===== src/rtl/multicycle_ctrl_fsm.sv =====
// rtl/multicycle_ctrl_fsm.sv - control FSM sequencing the 16-bit multi-cycle datapath
module multicycle_ctrl_fsm #(
    parameter int OPCODE_W    = 4,
    parameter int STATE_W     = 4,
    parameter int MEM_TIMEOUT = 15
) (
    input  logic                clk,
    input  logic                rst,
    input  logic [OPCODE_W-1:0] opcode,
    input  logic                zero,
    input  logic                mem_ready,
    output logic                pc_en,
    output logic                ir_en,
    output logic                ab_en,
    output logic                aluout_en,
    output logic                mdr_en,
    output logic                rf_we,
    output logic                mem_rd,
    output logic                mem_wr,
    output logic                iord,
    output logic                alu_src_a,
    output logic [1:0]          alu_src_b,
    output logic [1:0]          alu_op,
    output logic [1:0]          pc_src,
    output logic                rf_dst,
    output logic                wb_sel,
    output logic                halted,
    output logic                err,
    output logic [STATE_W-1:0]  state
);

    typedef enum logic [STATE_W-1:0] {
        FETCH    = STATE_W'(0),
        DECODE   = STATE_W'(1),
        MEM_ADDR = STATE_W'(2),
        MEM_RD   = STATE_W'(3),
        MEM_WB   = STATE_W'(4),
        MEM_WR   = STATE_W'(5),
        EXEC_R   = STATE_W'(6),
        EXEC_I   = STATE_W'(7),
        ALU_WB   = STATE_W'(8),
        BRANCH   = STATE_W'(9),
        JUMP     = STATE_W'(10),
        HALT     = STATE_W'(11)
    } state_t;

    localparam logic [OPCODE_W-1:0] OP_R    = OPCODE_W'(0);
    localparam logic [OPCODE_W-1:0] OP_ADDI = OPCODE_W'(1);
    localparam logic [OPCODE_W-1:0] OP_LW   = OPCODE_W'(2);
    localparam logic [OPCODE_W-1:0] OP_SW   = OPCODE_W'(3);
    localparam logic [OPCODE_W-1:0] OP_BEQ  = OPCODE_W'(4);
    localparam logic [OPCODE_W-1:0] OP_JMP  = OPCODE_W'(5);
    localparam logic [OPCODE_W-1:0] OP_HALT = OPCODE_W'(15);

    state_t     state_q;
    state_t     nxt;
    logic [7:0] wait_cnt;
    logic       rf_dst_q;
    logic       waiting;
    logic       timeout;
    logic       bad_state;

    assign state  = state_q;
    assign halted = (state_q == HALT);

    always_comb begin
        nxt       = state_q;
        bad_state = 1'b0;
        timeout   = 1'b0;
        waiting   = (state_q == FETCH || state_q == MEM_RD || state_q == MEM_WR) && !mem_ready;
        case (state_q)
            FETCH:    if (mem_ready) nxt = DECODE;
            DECODE: begin
                case (opcode)
                    OP_R:          nxt = EXEC_R;
                    OP_ADDI:       nxt = EXEC_I;
                    OP_LW, OP_SW:  nxt = MEM_ADDR;
                    OP_BEQ:        nxt = BRANCH;
                    OP_JMP:        nxt = JUMP;
                    OP_HALT:       nxt = HALT;
                    default:       nxt = HALT;
                endcase
            end
            MEM_ADDR: nxt = (opcode == OP_SW) ? MEM_WR : MEM_RD;
            MEM_RD:   if (mem_ready) nxt = MEM_WB;
            MEM_WR:   if (mem_ready) nxt = FETCH;
            EXEC_R, EXEC_I:                 nxt = ALU_WB;
            MEM_WB, ALU_WB, BRANCH, JUMP:   nxt = FETCH;
            HALT:     nxt = HALT;
            default: begin
                nxt       = HALT;
                bad_state = 1'b1;
            end
        endcase
        // The counter reaching the limit on this stall cycle turns it into an error halt
        if (waiting && (wait_cnt + 8'd1) == 8'(MEM_TIMEOUT)) begin
            nxt     = HALT;
            timeout = 1'b1;
        end
    end

    always_ff @(posedge clk) begin
        if (rst) begin
            state_q  <= FETCH;
            wait_cnt <= 8'd0;
            err      <= 1'b0;
            rf_dst_q <= 1'b0;
        end else begin
            state_q <= nxt;
            if (nxt != state_q)
                wait_cnt <= 8'd0;
            else if (waiting)
                wait_cnt <= wait_cnt + 8'd1;
            if (timeout || bad_state)
                err <= 1'b1;
            if (state_q == EXEC_R)
                rf_dst_q <= 1'b1;
            else if (state_q == EXEC_I)
                rf_dst_q <= 1'b0;
        end
    end

    always_comb begin
        pc_en     = 1'b0;
        ir_en     = 1'b0;
        ab_en     = 1'b0;
        aluout_en = 1'b0;
        mdr_en    = 1'b0;
        rf_we     = 1'b0;
        mem_rd    = 1'b0;
        mem_wr    = 1'b0;
        iord      = 1'b0;
        alu_src_a = 1'b0;
        alu_src_b = 2'd0;
        alu_op    = 2'd0;
        pc_src    = 2'd0;
        rf_dst    = 1'b0;
        wb_sel    = 1'b0;
        case (state_q)
            FETCH: begin
                mem_rd    = 1'b1;
                alu_src_b = 2'd1;
                ir_en     = mem_ready;
                pc_en     = mem_ready;
            end
            DECODE: begin
                alu_src_b = 2'd3;
                ab_en     = 1'b1;
                aluout_en = 1'b1;
            end
            EXEC_R: begin
                alu_src_a = 1'b1;
                alu_op    = 2'd2;
                aluout_en = 1'b1;
            end
            EXEC_I, MEM_ADDR: begin
                alu_src_a = 1'b1;
                alu_src_b = 2'd2;
                aluout_en = 1'b1;
            end
            ALU_WB: begin
                rf_we  = 1'b1;
                rf_dst = rf_dst_q;
            end
            MEM_RD: begin
                mem_rd = 1'b1;
                iord   = 1'b1;
                mdr_en = mem_ready;
            end
            MEM_WB: begin
                rf_we  = 1'b1;
                wb_sel = 1'b1;
            end
            MEM_WR: begin
                mem_wr = 1'b1;
                iord   = 1'b1;
            end
            BRANCH: begin
                alu_src_a = 1'b1;
                alu_op    = 2'd1;
                pc_src    = 2'd1;
                pc_en     = zero;
            end
            JUMP: begin
                pc_src = 2'd2;
                pc_en  = 1'b1;
            end
            default: ;
        endcase
        // Reset aborts the instruction in flight: nothing may be written this cycle
        if (rst) begin
            pc_en     = 1'b0;
            ir_en     = 1'b0;
            ab_en     = 1'b0;
            aluout_en = 1'b0;
            mdr_en    = 1'b0;
            rf_we     = 1'b0;
            mem_rd    = 1'b0;
            mem_wr    = 1'b0;
        end
    end

endmodule


===== config.mk =====
export PLATFORM = sky130hd
export DESIGN_NAME = multicycle_ctrl_fsm
export DESIGN_NICKNAME = d
export VERILOG_FILES = /design/src/rtl/multicycle_ctrl_fsm.sv
export SDC_FILE = /design/constraint.sdc
export NUM_CORES = 1
export LEC_CHECK = 0
export CAP_MARGIN = 20
export CORE_UTILIZATION = 44
export DETAILED_ROUTE_END_ITERATION = 8
export PLACE_DENSITY = 0.87
export SLEW_MARGIN = 20
export SYNTH_ARGS = -nofsm -noshare
export SYNTH_HDL_FRONTEND = slang
export SYNTH_SLANG_ARGS = --single-unit
export TNS_END_PERCENT = 100

===== constraint.sdc =====
create_clock -name clk -period 1.8 [get_ports clk]
set_input_delay 0.54 -clock clk [delete_from_list [all_inputs] [get_ports clk]]
set_output_delay 0.54 -clock clk [all_outputs]
set_load 0.005 [all_outputs]

==> results.sh, run 1 <==
export IMPL_die_w_um=54.9
export IMPL_firstError="[ERROR GRT-0232] Routing congestion too high. Check the congestion heatmap in the GUI."
export IMPL_die_h_um=54.9
export IMPL_synth_flop_cell="dfxtp_1"
export IMPL_hpwlAfterDp_um=3190
export IMPL_ys_types=55
export IMPL_portBuffers=31
export IMPL_synthesis_nets=171
export IMPL_numCtsBuffers=3
export IMPL_synth_area_um2=1230
export IMPL_clk_path_buf_depth=2
export IMPL_yosys_warnings=0
export IMPL_start_util_pct=48.0
export IMPL_synth_yosys_seq_area_share_pct=22.7
export IMPL_synth_area_top_cells="dfxtp_1 23%, nor2_1 6.1%, nand2b_1 4.1%"
export IMPL_grt_worst_endpoint="wait_cnt[2]$_SDFFE_PP0P_/D"
export IMPL_worst_ep_kind="register input"
export IMPL_async_flop_share_pct=0
export IMPL_ioPinCount=32
export IMPL_haltStage="5_1_grt"
export IMPL_rows=18
export IMPL_status="aborted with a tool error"
export IMPL_overflow=41
export IMPL_grt_total_usage_pct=75.8
export IMPL_numClockSinks=14
export IMPL_syn_instance_count=161
export IMPL_ys_ff_latch=14
export IMPL_gp_congestion=0.969
export IMPL_synth_top_area_share_pct=22.7
export IMPL_cts_htree_levels=1
export IMPL_synth_edf_count=0
export IMPL_dp_cells=255
export IMPL_grt_max_degree=10
export IMPL_synth_area_leader_cell="dfxtp_1"
export IMPL_synth_area_per_cell_um2=7.65
export IMPL_root_buffer="clkbuf_4"
export IMPL_postCtsHoldBufs=0
-- repair_timing --
item,in CTS
cloned,0
gates resized for setup,146
setup endpoints to repair,36
pin swaps,29
setup buffers,20
-- cells by family after synthesis --
group	Yosys count	share of synthesized area [%]
flops	14	22.7
compound gates	38	24.6
fa+ha+maj	2	2.03
simple gates	80	35.6
mux	1	0.812
buf+inv	17	6.29
xor+xnor	9	7.92
-- cell usage after synthesis, drive strengths merged (2+ instances only) --
cell / count
nand2: 12
clkbuf: 8
nor3: 11
buf: 5
nor4b: 2
a21oi: 10
nand3: 3
a31oi: 3
a211oi: 2
nor2b: 2
inv: 4
o21ai: 7
o22ai: 4
xnor2: 6
nand4: 2
ha: 2
dfxtp: 14
xor2: 3
nand2b: 8
nor4: 9
nor2: 21
nand3b: 2
-- metal layers --
layer  overflow  global-route usage, %
met5          0                   8.33
met4         15                   90.0
met3          0                   50.5
met2         26                   97.2
met1          0                   73.2
-- metrics by stage --
| stage | hold slack (ns) | worst slack, ns | area, um2 |
|---|---|---|---|
| after floorplan | 0.448 | -0.126 | 1260 |
| after global placement | 0.473 | -0.842 | 1890 |
| after detailed placement | 0.493 | -0.864 | 1890 |
| after CTS | 0.530 | -0.292 | 2270 |
==> run 2: changes to the inputs <==
CORE_AREA = 2 2 63 65   (was default)
CORE_UTILIZATION = default   (was 44)
DIE_AREA = 0 0 65 67   (was default)
PLACE_DENSITY = default   (was 0.87)
PLACE_DENSITY_LB_ADDON = 0.15   (was default)
clock period = 2.3 ns   (was 1.8 ns; I/O delays follow)
==> run 2 against run 1 <==
- the run now ends clean
- synthesized cell count did not move
- area after synthesis did not move
==> results.sh, run 2 <==
export IMPL_cts_tree="done"
export IMPL_final_area_um2=1940
export IMPL_cts_htree_levels=1
export IMPL_power_static_leakage_nw=0.795
export IMPL_synth_top_area_share_pct=22.7
export IMPL_holdWs_ns=0.505
export IMPL_via_count=1397
export IMPL_synth_area_leader_cell="dfxtp_1"
export IMPL_multi_input_area_um2=960
export IMPL_yosysMostFrequentCell="nor2_1"
export IMPL_final_nets=229
export IMPL_synth_area_top_cells="dfxtp_1 23%, nor2_1 6.1%, nand2b_1 4.1%"
export IMPL_grt_max_degree=15
export IMPL_syn_instance_count=161
export IMPL_numClockSinks=14
export IMPL_regMostFlops="wait_cnt"
export IMPL_critPathTopFamily="buffers and inverters"
export IMPL_tightest_slew_ns=0.580
export IMPL_antenna_found_initial=0
export IMPL_final_seq_area_um2=293
export IMPL_drt_iter0_markers=75
export IMPL_synth_area_per_cell_um2=7.65
export IMPL_most_common_layout_cells="32 x buf_4, 18 x nor2_1, 15 x clkdlybuf4s50_1"
export IMPL_worst_skew_pair_late_latency_ns=0.24
export IMPL_cp_start_kind="flip-flop"
export IMPL_grt_pass1_vias=1327
export IMPL_final_common_cell="buf_4"
export IMPL_max_freq_mhz=444
export IMPL_hold_viol_final=0
export IMPL_setup_viol=0
export IMPL_portBuffers=31
export IMPL_irDropWorstVdd_mv=0.258
export IMPL_synth_area_um2=1230
export IMPL_critical_path_buf_inv_count=2
export IMPL_crit_slowest_cell="clkdlybuf4s50_1"
export IMPL_worst_path_max_fanout=14
export IMPL_critPathKind="reg2out"
export IMPL_ys_ff_latch=14
export IMPL_yosys_warnings=0
export IMPL_synthesis_nets=171
export IMPL_fin_cells=265
export IMPL_synth_flop_cell="dfxtp_1"
export IMPL_numCtsBuffers=3
export IMPL_start_util_pct=34.2
export IMPL_maxSlewViolCount=0
export IMPL_hold_class="reg2reg"
export IMPL_finalWorstSetupSlack_ns=0.0494
export IMPL_die_w_um=65
export IMPL_clk_pin_slew_ns=0.06
export IMPL_drc_errors=0
export IMPL_grt_pass1_wl_um=5970
export IMPL_wl_per_cell_um=13.3
export IMPL_core_area_um2=3610
export IMPL_whs_path_depth=2
export IMPL_p_total_mw=1.04
export IMPL_rows=22
export IMPL_p_per_area_nw_per_um2=537
export IMPL_syn2layout_area_growth_pct=57.3
export IMPL_ant_nets=0
export IMPL_drt_pass1_iterations=4
export IMPL_fin_skew_ns=0.00483
export IMPL_period_needed_ns=2.25
export IMPL_dp_cells=254
export IMPL_rr_worst_depth=7
export IMPL_gp_congestion=0.862
export IMPL_arrival_ns=1.56
export IMPL_synth_edf_count=0
export IMPL_status="complete, no violations"
export IMPL_utilization_pct=53.7
export IMPL_worstPathRequired_ns=1.61
export IMPL_relSlewSlack_pct=60.9
export IMPL_dp_slack_ns=-0.619
export IMPL_die_h_um=67
export IMPL_ys_types=55
export IMPL_worst_path_stages=4
export IMPL_antennaDiodeCount=0
export IMPL_async_flop_share_pct=0
export IMPL_postCtsHoldBufs=0
export IMPL_overflow=0
export IMPL_ys_top_cells_by_count="20 x nor2_1, 14 x dfxtp_1, 11 x nand2_1"
export IMPL_viasPerCell=5.27
export IMPL_cpPeakStageDelay_ns=0.50
export IMPL_rsz0062_at_grt="false"
export IMPL_setup_tns_ns=0
export IMPL_placed_cell_area_um2=1740
export IMPL_fill_cells=361
export IMPL_die_area_um2=4360
export IMPL_grt_total_usage_pct=17.4
export IMPL_largest_reg_flops=8
export IMPL_synth_yosys_seq_area_share_pct=22.7
export IMPL_critPathCaptureType="output pin"
export IMPL_clk_path_buf_depth=2
export IMPL_root_buffer="clkbuf_8"
export IMPL_maxCapViolations=0
export IMPL_hpwlAfterDp_um=2590
export IMPL_drt_total_wl_um=3510
export IMPL_ioPinCount=32
export IMPL_drive_gt1_share_pct=33.6
export IMPL_post_route_period_util_pct=97.9
export IMPL_path_cells="buf_4 -> nand2b_1 -> nor2_1 -> clkdlybuf4s50_1"
-- run 2: cell counts after synthesis --
Identical to the previous run, type by type.
-- run 2: path summary, 6_finish.rpt --
check	slack [ns]	startpoint	end
worst max-delay path	0.05	state[3]$_SDFF_PP0_	iord
worst min-delay path	0.51	rf_dst_q$_SDFFE_PP0P_	rf_dst_q$_SDFFE_PP0P_
worst max register to register	0.14	state[3]$_SDFF_PP0_	wait_cnt[4]$_SDFFE_PP0P_
worst min register to register	0.51	rf_dst_q$_SDFFE_PP0P_	rf_dst_q$_SDFFE_PP0P_
-- run 2: timing repair --
action,in CTS,in global routing
setup buffers,9,1
resized for setup,44,16
pin swaps,21,13
endpoints found under the setup margin,29,19
-- run 2: power breakdown --
part / leakage, nW / switching, mW / internal (mW)
sequential: 0.116 / 0.0285 / 0.260
clock: 0.0216 / 0.0796 / 0.116
combinational: 0.658 / 0.257 / 0.300
-- run 2: area by class of cell --
cell class	count	area share, %
flip-flops and latches	14	15.1
clock buffers	3	2.13
multi-input cells	130	49.5
repair buffers	66	29.4
inverters	4	0.775
well taps	48	3.10
-- run 2: worst min-delay path, delay by kind of cell, from the launching register on --
kind / cells / cell delay, ns
AOI/OAI and AO/OA: 1 / 0.06
DFF: 1 / 0.33
and+or+nand+nor: 1 / 0.08
-- run 2: kinds of logic (layout without fill, tap and decap cells) --
family          after synthesis  count (layout)  synth area share (%)
fa+ha+maj                     2               2                  2.03
simple gates                 80              80                  35.6
mux                           1               1                 0.812
buf+inv                      17              73                  6.29
xor+xnor                      9               9                  7.92
flops                        14              14                  22.7
compound gates               38              38                  24.6
-- run 2: layer usage --
metal  part of all wire (%)  routed length, um  global-route usage (%)
met5                      0                  0                       0
met1                     44               1540                    21.4
met3                    4.4                154                    2.36
met4                   0.23                  8                    5.32
met2                     51               1810                    31.4
Note: power is estimated with default switching activity, not from simulation.
==> run 3: changes to the inputs <==
CELL_PAD_IN_SITES_DETAIL_PLACEMENT = 2   (was default)
CELL_PAD_IN_SITES_GLOBAL_PLACEMENT = 2   (was default)
CORE_AREA = default   (was 2 2 63 65)
CORE_UTILIZATION = 27   (was default)
CTS_CLUSTER_SIZE = 20   (was default)
DIE_AREA = default   (was 0 0 65 67)
==> run 3 against run 2 <==
- register-to-register slack worse by 0.05 ns
- non-clock buffer count is 1 higher
- sequential share of layout area is 0.54 points lower
- combinational power is 13% higher
- first-iteration DRC count is 36% lower
- final cell count is 2.3% higher
- setup slack hardly changed
- global-route usage is 3.8 points higher
- largest power group unchanged
==> results.sh, run 3 (same netlist as run 2, synthesis figures left out) <==
export IMPL_status="complete, no violations"
export IMPL_critPathKind="in2out"
export IMPL_drt_pass1_iterations=4
export IMPL_start_util_pct=28.1
export IMPL_cp_common_cell="buf_4"
export IMPL_wl_per_cell_um=20.0
export IMPL_worst_skew_pair_late_latency_ns=0.25
export IMPL_power_static_leakage_nw=0.828
export IMPL_period_needed_ns=2.25
export IMPL_setup_viol=0
export IMPL_hold_viol_final=0
export IMPL_rr_endpoint="wait_cnt[4]$_SDFFE_PP0P_"
export IMPL_multi_input_area_um2=996
export IMPL_worstPathRequired_ns=1.61
export IMPL_whs_path_depth=2
export IMPL_grt_pass1_wl_um=8150
export IMPL_rr_worst_depth=7
export IMPL_power_internal_mw=0.728
export IMPL_fin_skew_ns=0.00450
export IMPL_overflow=0
export IMPL_p_switching_mw=0.442
export IMPL_viasPerCell=5.48
export IMPL_drive_gt1_share_pct=35.6
export IMPL_relSlewSlack_pct=51.1
export IMPL_regMostFlops="wait_cnt"
export IMPL_ioPinCount=32
export IMPL_tightest_slew_ns=0.726
export IMPL_portBuffers=31
export IMPL_hold_start="rf_dst_q$_SDFFE_PP0P_"
export IMPL_cts_tree="done"
export IMPL_hpwlAfterDp_um=3440
export IMPL_grt_total_usage_pct=21.3
export IMPL_dp_slack_ns=-0.643
export IMPL_utilization_pct=45.8
export IMPL_irDropWorstVdd_mv=0.206
export IMPL_antennaDiodeCount=0
export IMPL_drc_errors=0
export IMPL_placed_cell_area_um2=1750
export IMPL_drt_total_wl_um=5420
export IMPL_numClockSinks=14
export IMPL_cts_htree_levels=1
export IMPL_hold_class="reg2reg"
export IMPL_p_total_mw=1.17
export IMPL_holdPathEnd="rf_dst_q$_SDFFE_PP0P_"
export IMPL_most_common_layout_cells="30 x buf_4, 17 x nor2_1, 13 x dlygate4sd2_1"
export IMPL_power_share_clock_pct=21.5
export IMPL_pwr_share_comb_pct=54.2
export IMPL_grt_pass1_vias=1612
export IMPL_gp_congestion=0.766
export IMPL_reg2reg_from="state[3]$_SDFF_PP0_"
export IMPL_syn2layout_area_growth_pct=63.0
export IMPL_reg2reg_setup_slack_ns=0.09
export IMPL_path_cells="buf_2 -> nor3_4 -> buf_4 -> buf_4 -> and2_1 -> dlygate4sd2_1"
export IMPL_drt_iter0_markers=48
export IMPL_final_seq_area_um2=293
export IMPL_seqPwrFrac_pct=24.3
export IMPL_root_buffer="clkbuf_8"
export IMPL_antenna_found_initial=0
export IMPL_critPathCaptureType="output pin"
export IMPL_clk_pin_slew_ns=0.06
export IMPL_final_common_cell="buf_4"
export IMPL_ant_nets=0
export IMPL_crit_slowest_cell="dlygate4sd2_1"
export IMPL_grt_max_degree=19
export IMPL_final_nets=230
export IMPL_rows=24
export IMPL_fill_cells=491
export IMPL_p_per_area_nw_per_um2=582
export IMPL_cp_start_kind="input pin"
export IMPL_die_w_um=69.6
export IMPL_die_h_um=69.6
export IMPL_numCtsBuffers=3
export IMPL_postCtsHoldBufs=0
export IMPL_final_area_um2=2010
export IMPL_worst_path_max_fanout=4
export IMPL_post_route_period_util_pct=97.8
export IMPL_maxCapViolations=0
export IMPL_holdWs_ns=0.525
export IMPL_switching_share_pct=37.8
export IMPL_die_area_um2=4840
export IMPL_max_freq_mhz=444
export IMPL_via_count=1485
export IMPL_maxSlewViolCount=0
export IMPL_finalWorstSetupSlack_ns=0.0496
export IMPL_rsz0062_at_grt="true"
export IMPL_arrival_ns=1.56
export IMPL_core_area_um2=4380
export IMPL_clk_path_buf_depth=2
export IMPL_cpPeakStageDelay_ns=0.26
export IMPL_largest_reg_flops=8
-- run 3: cell types whose count changed in the layout (fill, tap and decap cells not counted), moves of 2 or more --
cell,previous run,this run
a211oi_1,2,0
a211oi_2,0,2
buf_4,32,30
clkdlybuf4s50_1,15,11
dlygate4sd2_1,8,13
nor4_1,7,3
nor4_2,2,5
-- run 3: metrics by stage --
| stage | setup TNS, ns | instances |
|---|---|---|
| after floorplan | 0 | 161 |
| after global placement | -10.51 | 258 |
| after detailed placement | -11.52 | 258 |
| after CTS | -0.00694 | 269 |
| after global routing | -0.0236 | 271 |
| final | 0 | 271 |
-- run 3: final cells by class --
class / instances / share of cell area (%)
multi-input cells: 130 / 49.6
repair buffers: 67 / 29.1
flip-flops and latches: 14 / 14.6
well taps: 52 / 3.24
clock buffers: 4 / 2.74
inverters: 4 / 0.747
-- run 3: worst max path at each step --
stage / from / end / slack (ns) / cells after the start
finish: rst / ab_en / 0.05 / 6
global route: state[3]$_SDFF_PP0_ / iord / -0.01 / 4
CTS: mem_ready / wait_cnt[7]$_SDFFE_PP0P_ / -0.005 / 8
detailed placement: mem_ready / wait_cnt[7]$_SDFFE_PP0P_ / -0.64 / 9
global placement: mem_ready / pc_en / -0.61 / 5
floorplan: state[2]$_SDFF_PP0_ / aluout_en / 0.13 / 5
-- run 3: routing by layer --
layer,part of all wire (%),global-route usage (%),vias up
li1,-,-,703
met1,39,23.6,732
met2,55,40.7,37
met3,3.1,3.20,13
met4,2.5,7.03,0
met5,0,0,-
-- run 3: worst max-delay path: cells and delay by family --
kind / cells / cell delay [ns]
buffers and inverters: 4 / 0.67
and+or+nand+nor: 2 / 0.19
-- run 3: power groups by stage --
stage	combinational, mW	clock, mW	sequential (mW)
floorplan	0.281	0	0.276
detailed placement	0.532	0	0.286
global placement	0.514	0	0.284
CTS	0.592	0.255	0.287
finish	0.633	0.251	0.285
global route	0.675	0.271	0.287
-- run 3: repair_timing --
item / CTS / global route
buffers inserted: 7 / 2
gates resized for setup: 53 / 13
pin swaps: 5 / 3
setup endpoints to repair: 31 / 15
==> run 4: changes to the inputs <==
PLACE_DENSITY = 0.89   (was default)
PLACE_DENSITY_LB_ADDON = default   (was 0.15)
==> run 4 against run 3 <==
- routed wire length up 7.1%
- sequential cell count is the same
- setup slack got worse by 0.080 ns
- fmax decreased by 3.4%
- cell area rose by 4.4%
- clock-buffer cell count is the same
- die area did not move
- total power grew 3.1%
- utilization up 2.0 points
- via count grew 3.2%
- the flow now finishes with violations (negative setup slack)
==> results.sh, run 4 (same netlist as run 2, synthesis figures left out) <==
export IMPL_final_nets=236
export IMPL_wl_per_cell_um=20.9
export IMPL_largest_reg_flops=8
export IMPL_critical_path_buf_inv_count=3
export IMPL_post_route_period_util_pct=101
export IMPL_finalWorstSetupSlack_ns=-0.0300
export IMPL_portBuffers=31
export IMPL_cpPeakStageDelay_ns=0.38
export IMPL_worst_path_max_fanout=5
export IMPL_utilization_pct=47.8
export IMPL_via_count=1532
export IMPL_hold_class="reg2reg"
export IMPL_hpwlAfterDp_um=3610
export IMPL_p_total_mw=1.21
export IMPL_maxCapViolations=0
export IMPL_arrival_ns=1.64
export IMPL_worst_skew_pair_late_latency_ns=0.25
export IMPL_most_common_layout_cells="37 x buf_4, 18 x nor2_1, 12 x dlygate4sd2_1"
export IMPL_period_needed_ns=2.33
export IMPL_max_freq_mhz=429
export IMPL_start_util_pct=28.1
export IMPL_viasPerCell=5.53
export IMPL_reg2reg_setup_slack_ns=0.02
export IMPL_wl_met2_um=3150
export IMPL_irDropWorstVdd_mv=0.313
export IMPL_holdWs_ns=0.558
export IMPL_critPathTopFamily="buffers and inverters"
export IMPL_crit_slowest_cell="dfxtp_2"
export IMPL_grt_pass1_wl_um=8900
export IMPL_path_cells="inv_1 -> buf_4 -> o21ai_0 -> o22ai_1 -> dlygate4sd2_1"
export IMPL_reg2reg_from="state[3]$_SDFF_PP0_"
export IMPL_rr_endpoint="wait_cnt[0]$_SDFFE_PP0P_"
export IMPL_grt_total_usage_pct=23.1
export IMPL_grt_pass1_vias=1641
export IMPL_die_w_um=69.6
export IMPL_rows=24
export IMPL_startpoint="state[0]$_SDFF_PP0_"
export IMPL_drt_total_wl_um=5800
export IMPL_drive_gt1_share_pct=38.7
export IMPL_hold_viol_final=0
export IMPL_numCtsBuffers=3
export IMPL_routed_wl_met3_um=101
export IMPL_antennaDiodeCount=0
export IMPL_die_h_um=69.6
export IMPL_antenna_found_initial=0
export IMPL_relSlewSlack_pct=54.7
export IMPL_fin_skew_ns=0.00458
export IMPL_p_per_area_nw_per_um2=575
export IMPL_drt_pass1_iterations=4
export IMPL_maxSlewViolCount=0
export IMPL_die_area_um2=4840
export IMPL_ant_nets=0
export IMPL_crit_end="alu_src_a"
export IMPL_drt_iter0_markers=60
export IMPL_numClockSinks=14
export IMPL_drc_errors=0
export IMPL_violations="negative setup slack"
export IMPL_cp_start_kind="flip-flop"
export IMPL_rr_worst_depth=7
export IMPL_setup_viol=4
export IMPL_tightest_slew_ns=0.672
export IMPL_clk_pin_slew_ns=0.06
export IMPL_regMostFlops="wait_cnt"
export IMPL_rsz0062_at_grt="true"
export IMPL_clk_path_buf_depth=2
export IMPL_root_buffer="clkbuf_8"
export IMPL_critPathCaptureType="output pin"
export IMPL_postCtsHoldBufs=0
export IMPL_cts_tree="done"
export IMPL_final_common_cell="buf_4"
export IMPL_core_area_um2=4380
export IMPL_critPathKind="reg2out"
export IMPL_cts_htree_levels=1
export IMPL_gp_congestion=0.750
export IMPL_power_static_leakage_nw=0.882
export IMPL_final_area_um2=2100
export IMPL_worstPathRequired_ns=1.61
export IMPL_grt_max_degree=17
export IMPL_worst_path_stages=5
export IMPL_status="complete, but fails checks"
export IMPL_wl_met1_um=2460
export IMPL_syn2layout_area_growth_pct=70.2
export IMPL_ioPinCount=32
export IMPL_overflow=0
export IMPL_top_layer="met4"
export IMPL_fill_cells=473
export IMPL_placed_cell_area_um2=1760
==> run 4: cell count changes in the layout (fill, tap and decap cells not counted), sizes merged <==
cell	change
clkdlybuf4s50	-1
clkbuf	-1
dlygate4sd2	-1
buf	+8
dlymetal6s2s	+1
==> run 4: area by class of cell <==
class / count / area [um2] / area share, %
well taps: 52 / 65.1 / 3.10
multi-input cells: 130 / 1020 / 48.7
flip-flops and latches: 14 / 293 / 14.0
repair buffers: 73 / 647 / 30.8
clock buffers: 4 / 55.1 / 2.63
inverters: 4 / 15.0 / 0.716
==> run 4: worst min-delay path by stage <==
stage / to / cells past startpoint / from / slack, ns
final: rf_dst_q$_SDFFE_PP0P_ / 2 / rf_dst_q$_SDFFE_PP0P_ / 0.56
after global routing: err$_SDFFE_PP0P_ / 2 / err$_SDFFE_PP0P_ / 0.62
after CTS: rf_dst_q$_SDFFE_PP0P_ / 2 / rf_dst_q$_SDFFE_PP0P_ / 0.51
after detailed placement: rf_dst_q$_SDFFE_PP0P_ / 2 / rf_dst_q$_SDFFE_PP0P_ / 0.49
after global placement: rf_dst_q$_SDFFE_PP0P_ / 2 / rf_dst_q$_SDFFE_PP0P_ / 0.48
after floorplan: rf_dst_q$_SDFFE_PP0P_ / 2 / rf_dst_q$_SDFFE_PP0P_ / 0.45
==> run 4: power breakdown <==
| group | leakage (nW) | internal (mW) | switching, mW |
|---|---|---|---|
| registers | 0.116 | 0.258 | 0.0258 |
| logic | 0.737 | 0.331 | 0.343 |
| clock network | 0.0288 | 0.152 | 0.0968 |
==> run 4: per-stage QoR <==
stage	cells	worst slack, ns	TNS [ns]
after floorplan	161	0.130	0
after global placement	260	-0.618	-10.91
after detailed placement	260	-0.692	-12.29
after CTS	271	0.00756	0
after global routing	277	-0.0801	-0.440
final	277	-0.0300	-0.0549
==> run 4: tightest hold or removal path: stages, from the launching register on <==
cell	delay [ns]
dfxtp_1	0.33
a21oi_1	0.08
nor2_1	0.11
==> run 4: timing repair <==
item,4_1_cts,5_1_grt
endpoints found under the hold margin,0,0
resized for setup,52,22
setup endpoints to repair,34,20
pin swaps,9,11
buffers inserted,7,7
==> run 4: metal layers <==
layer,track usage (%),vias to the layer above
li1,-,716
met1,27.9,778
met2,42.6,30
met3,2.03,8
met4,7.26,0
met5,0,-
